### src/rtl/mask_mem_read_m.sv
`default_nettype none
// ============================================================================
// Module      : mask_mem_read_m
// Description : Load-data alignment and extension stage sitting between data
//               memory and MEM/WB write-back. Picks the byte, halfword or word
//               addressed by the load, sign- or zero-extends it to 32 bits and
//               registers it. Also registers a misaligned-access flag for the
//               hazard/exception logic.
// Revision    : 1.0 - initial release
// ============================================================================
module mask_mem_read_m #(
  parameter int DATA_W = 32          // only 32 is supported
) (
  input  logic              clk,
  input  logic              rst_n,
  input  logic              EnableM,
  input  logic [DATA_W-1:0] ReadDataM,
  input  logic [1:0]        MemReadM,
  input  logic [1:0]        AddrLowM,
  input  logic              LoadUnsignedM,
  output logic [DATA_W-1:0] ReadData,
  output logic              MisalignedW
);

  // Load-type encodings carried on MemReadM
  localparam logic [1:0] c_LD_WORD = 2'b00;
  localparam logic [1:0] c_LD_BYTE = 2'b01;
  localparam logic [1:0] c_LD_HALF = 2'b10;
  localparam logic [1:0] c_LD_NONE = 2'b11;

  logic [7:0]        w_byte;
  logic [15:0]       w_half;
  logic              w_byteSign;
  logic              w_halfSign;
  logic [DATA_W-1:0] w_loadData;
  logic              w_misaligned;
  logic [DATA_W-1:0] r_readData;
  logic              r_misaligned;

  // Byte-lane and halfword selection (little-endian lanes)
  always_comb begin
    w_byte = ReadDataM[7:0];
    case (AddrLowM)
      2'd0:    w_byte = ReadDataM[7:0];
      2'd1:    w_byte = ReadDataM[15:8];
      2'd2:    w_byte = ReadDataM[23:16];
      default: w_byte = ReadDataM[31:24];
    endcase
    // A misaligned halfword still uses AddrLowM[1] to pick its half
    w_half     = AddrLowM[1] ? ReadDataM[31:16] : ReadDataM[15:0];
    // Unsigned loads force the extension bit to zero
    w_byteSign = w_byte[7]  & ~LoadUnsignedM;
    w_halfSign = w_half[15] & ~LoadUnsignedM;
  end

  // Extension and misalignment detection by load type
  always_comb begin
    w_loadData   = '0;
    w_misaligned = 1'b0;
    case (MemReadM)
      c_LD_WORD: begin
        // Word data passes through unmodified even when misaligned
        w_loadData   = ReadDataM;
        w_misaligned = (AddrLowM != 2'b00);
      end
      c_LD_BYTE: begin
        w_loadData   = {{(DATA_W-8){w_byteSign}}, w_byte};
        w_misaligned = 1'b0;
      end
      c_LD_HALF: begin
        w_loadData   = {{(DATA_W-16){w_halfSign}}, w_half};
        w_misaligned = AddrLowM[0];
      end
      c_LD_NONE: begin
        w_loadData   = '0;
        w_misaligned = 1'b0;
      end
      default: begin
        w_loadData   = '0;
        w_misaligned = 1'b0;
      end
    endcase
  end

  // Output register: reset wins over enable; enable low holds for a stall
  always_ff @(posedge clk) begin
    if (!rst_n) begin
      r_readData   <= '0;
      r_misaligned <= 1'b0;
    end else if (EnableM) begin
      r_readData   <= w_loadData;
      r_misaligned <= w_misaligned;
    end
  end

  assign ReadData    = r_readData;
  assign MisalignedW = r_misaligned;

endmodule
`default_nettype wire

### config.mk
export PLATFORM = sky130hd
export DESIGN_NAME = mask_mem_read_m
export DESIGN_NICKNAME = d
export VERILOG_FILES = /design/src/rtl/mask_mem_read_m.sv
export SDC_FILE = /design/constraint.sdc
export NUM_CORES = 1
export LEC_CHECK = 0
export CAP_MARGIN = 30
export CORE_UTILIZATION = 47
export CTS_CLUSTER_SIZE = 16
export DETAILED_ROUTE_END_ITERATION = 8
export PLACE_DENSITY = 0.89
export SLEW_MARGIN = 10
export SYNTH_ARGS = -nofsm -noshare
export SYNTH_HDL_FRONTEND = slang
export SYNTH_SLANG_ARGS = --single-unit
### constraint.sdc
create_clock -name clk -period 3.2 [get_ports clk]
set_clock_uncertainty 0.15 [all_clocks]
set_input_delay 0.48 -clock clk [delete_from_list [all_inputs] [get_ports clk]]
set_output_delay 0.48 -clock clk [all_outputs]
set_load 0.01 [all_outputs]
Word level (Yosys, flattened, before mapping)
Cells that the tools add are included.
- word-level logic and storage cells: 18
- input bits: 40
- output and inout port bits: 33
- register bits after elaboration: 33
- reductions and logical operators: 4
- eq/ne operators: 5
- multiplexer cells: 4
- bitwise gates (word level): 3
- operators by type and width (kind ; count):
    case mux 32 bit (4 select lines) ; 1
    case mux 8 bit (3 select lines) ; 1
    2-to-1 mux 16 bit ; 1
    == test 2 bit, second input constant ; 3
    == test 2 x 1 -> 1 bit, second input constant ; 2
    zero test 2 bit ; 2
    case mux 1 bit (3 select lines) ; 1
    AND 1 bit ; 2
    nonzero test 2 bit ; 1
    OR reduction 2 bit ; 1
    inverter 1 bit ; 1

Longest topological paths before layout
- depth in word-level cells: 4
- mapped depth: 6
- depth with buffers taken out: 4

Worst setup path after synthesis
OpenSTA, ideal clock, no wires.
- kind: input to register
- start: input AddrLowM[0]
- end: register r_readData[18], in the netlist ReadData[18]
- data required time: 2971 ps
- data arrival time: 1583 ps
- library setup time: 79 ps
- stages: 5
- setup slack: 1387 ps
- path through: clkbuf_1 mux2_2 o21a_4 buf_6 a211oi_2
- cells in the longest elaborated chain, start to end: 4
- elaborated cells on any way between the ends: 6
- RTL lines (item ; RTL line ; text):
    from (decl) ; 19 ; input logic [1:0] AddrLowM,
    == test 2 bit (tied with other cells) ; 43 ; case (AddrLowM)
    case mux 8 bit (3 select lines) (*) ; 43 ;
    AND 1 bit (*) ; 52 ; w_byteSign = w_byte[7] & ~LoadUnsignedM;
    case mux 32 bit (4 select lines) (*) ; 60 ; case (MemReadM)
    to (signal assigned) ; 91 ; r_readData <= w_loadData;
    to (decl) ; 37 ; logic [DATA_W-1:0] r_readData;
Mark *: on every way between the ends. The rest lies on a longest branch, timed or not.
A chain may end at the register's enable or synchronous reset.

Worst setup path after layout
- start: input MemReadM[0]
- end: register r_readData[22], in the netlist ReadData[22]
- cells in the longest elaborated chain, start to end: 2
- elaborated cells on any way between the ends: 5
- RTL lines (item ; RTL line ; text):
    from (decl) ; 18 ; input logic [1:0] MemReadM,
    == test 2 bit (tied with other cells) ; 60 ;
    case mux 32 bit (4 select lines) (*) ; 60 ;
Marks and branches as above.

==> metrics.csv <==
metric,value,unit
cts-htree-levels,2,
dp_hpwl,4150,um
setup_viol,0,
p_per_area,386,nW/um^2
drt_iter0_markers,147,
ys_warn_count,0,
drc,0,
r2r-end,ReadData[21],
grt_pass1_wl,9490,um
slew_headroom,38.1,%
port_buffers,72,
dr.pass1.iters,4,
cts.path.max_buffers,2,
cts_resized,0,
total_leakage_power,0.961,nW
cts_buffers,5,
vdd_ir_drop_max,0.264,mV
whs_endpoint,ReadData[1],
initial_core_util,50.5,%
seq_area_frac_synth,34.7,%
synthArstFlopShare,0,%
vias,2047,
globalRouteOverflowTotal,0,
path_cells,clkdlybuf4s50_1 -> nor2_2 -> o21ai_1 -> a21oi_1 -> a211oi_2,
antenna_found_initial,0,
io_pins,73,
yosys-top-cells-count,"dfxtp_1, o21ai_0, nand2_1",
multi_input_area,1150,um^2
gp_congestion,0.844,
grtUsageTotal,28.8,%
worst_pin_slew,0.923,ns
synth.area.top_cells,"dfxtp_1, o21ai_0, mux2i_1",
finalSetupTns,0,ns
syn_area,1900,um^2
fmax,0.408,GHz
layout.area.seq,661,um^2
hp-start,ReadData[1],
cpLargestDelayFamily,compound AO/OA/AOI/OAI gates,
cp.required,3.25,ns
synth_area_leader_cell,dfxtp_1,
synth_top_area_share,34.7,%
synth.distinct_cells,35,
drive_gt1_share,9.40,%
r2r_start,ReadData[21],
clock_latency,0.28,ns
clk_pin_slew,0.06,ns
startpoint_type,primary input,
rr_worst_depth,2,
r2r_slack,2.27,ns
vias_per_cell,5.92,
ant_nets,0,
grt_max_degree,33,
wl,5730,um
cp_max_fo,18,
cts_tree,yes,
min_period,2.45,ns
post-route-period-util,76.6,%
cts_hold_buf,0,
post_drt_wl_per_cell,16.6,um
cp_num_buf_inv,1,
design_area,2710,um^2
synthCells,232,
worstHoldPathCells,2,
cts.sinks,33,
syn_to_final_growth,42.4,%
coreArea,3770,um^2
slowest_stage,clkdlybuf4s50_1,
rsz0062_at_grt,no,
synth_edf_count,0,
critPathMaxStageDelay,0.82,ns
place_area,2630,um^2
worstSetupEndpointType,flip-flop,
drv_cap,0,
die_w,65.7,um
die_h,65.7,um
cts_root_buffer,clkbuf_8,
cp.arrival,2.51,ns
hold_path.class,reg2reg,
path_class,in2reg,
antenna_cells,0,
path_depth,5,
synth.net_count,272,
worst_hold_slack,0.319,ns
fillers,343,
synth_seq_cells,33,
ys.flop_type,dfxtp_1,
hold_violations,0,
grt_pass1_vias,2000,
postCtsSetupRepairBufs,0,
nets,337,
dieArea,4310,um^2
slew_violations,0,
syn_area_per_cell,8.21,um^2
status,"complete, no violations",
core.rowCount,22,
layer usage:
metal	vias up	wire length (um)	track usage [%]	part of all wire, %
met5	-	0	0	0
met4	0	87	12.2	1.5
met3	9	488	5.03	8.5
met2	110	2780	46.9	49
met1	938	2370	36.9	41
li1	990	-	-	-
state kept, by name (all words and copies together), names as in the netlist:
register / cells
ReadData: 32
MisalignedW: 1
power breakdown:
part	leakage (nW)	switching [mW]	internal [mW]	total (mW)
Clock	0.0395	0.147	0.154	0.301
Sequential	0.272	0.0152	0.440	0.456
Combinational	0.649	0.140	0.150	0.290
final cells by class:
class | instances | area share (%)
multi-input cells | 178 | 42.4
repair buffers | 76 | 27.7
flip-flops and latches | 33 | 24.4
clock buffers | 8 | 2.95
well taps | 48 | 2.21
inverters | 3 | 0.415
cell usage in the layout, fill, tap and decap left out, types with 5 or more instances in the layout:
master | synthesis | routed
nand2_1 | 32 | 32
or3_1 | 6 | 6
clkbuf_8 | 0 | 5
dfxtp_1 | 33 | 33
a211oi_2 | 10 | 10
a21oi_1 | 19 | 19
nand2b_1 | 7 | 7
o21ai_0 | 33 | 33
o211ai_1 | 10 | 10
clkdlybuf4s50_1 | 0 | 72
mux2i_1 | 15 | 15
nor2_1 | 7 | 6
stage by stage:
| stage | setup WS, ns | utilization, % | std cells | power [mW] |
|---|---|---|---|---|
| after floorplan | 1.39 | - | 232 | 0.606 |
| after global placement | 0.531 | 69.8 | 338 | 0.745 |
| after detailed placement | 0.439 | 69.8 | 338 | 0.751 |
| after CTS | 0.740 | 71.9 | 346 | 1.05 |
| after global routing | 0.505 | 71.9 | 346 | 1.10 |
| final | 0.748 | 71.9 | 346 | 1.05 |
tightest hold or removal path: cells and delay by family, from the launching register on:
family          cells  cell delay, ns
compound gates      1            0.06
flops               1            0.33
simple gates        1            0.05
worst max path at each step:
stage                           start      endpoint  slack [ns]
after detailed placement  MemReadM[0]  ReadData[19]        0.44
after CTS                 MemReadM[0]  ReadData[22]        0.74
after floorplan           AddrLowM[0]  ReadData[18]        1.39
after global routing      MemReadM[0]  ReadData[17]        0.51
final                     MemReadM[0]  ReadData[22]        0.75
after global placement    MemReadM[0]  ReadData[19]        0.53
cell families after synthesis:
group | synth area share [%]
buffers and inverters | 5.06
and+or+nand+nor | 15.6
AOI/OAI and AO/OA | 35.5
muxes | 9.07
DFF | 34.7
Power figures use the tool's default switching activity.
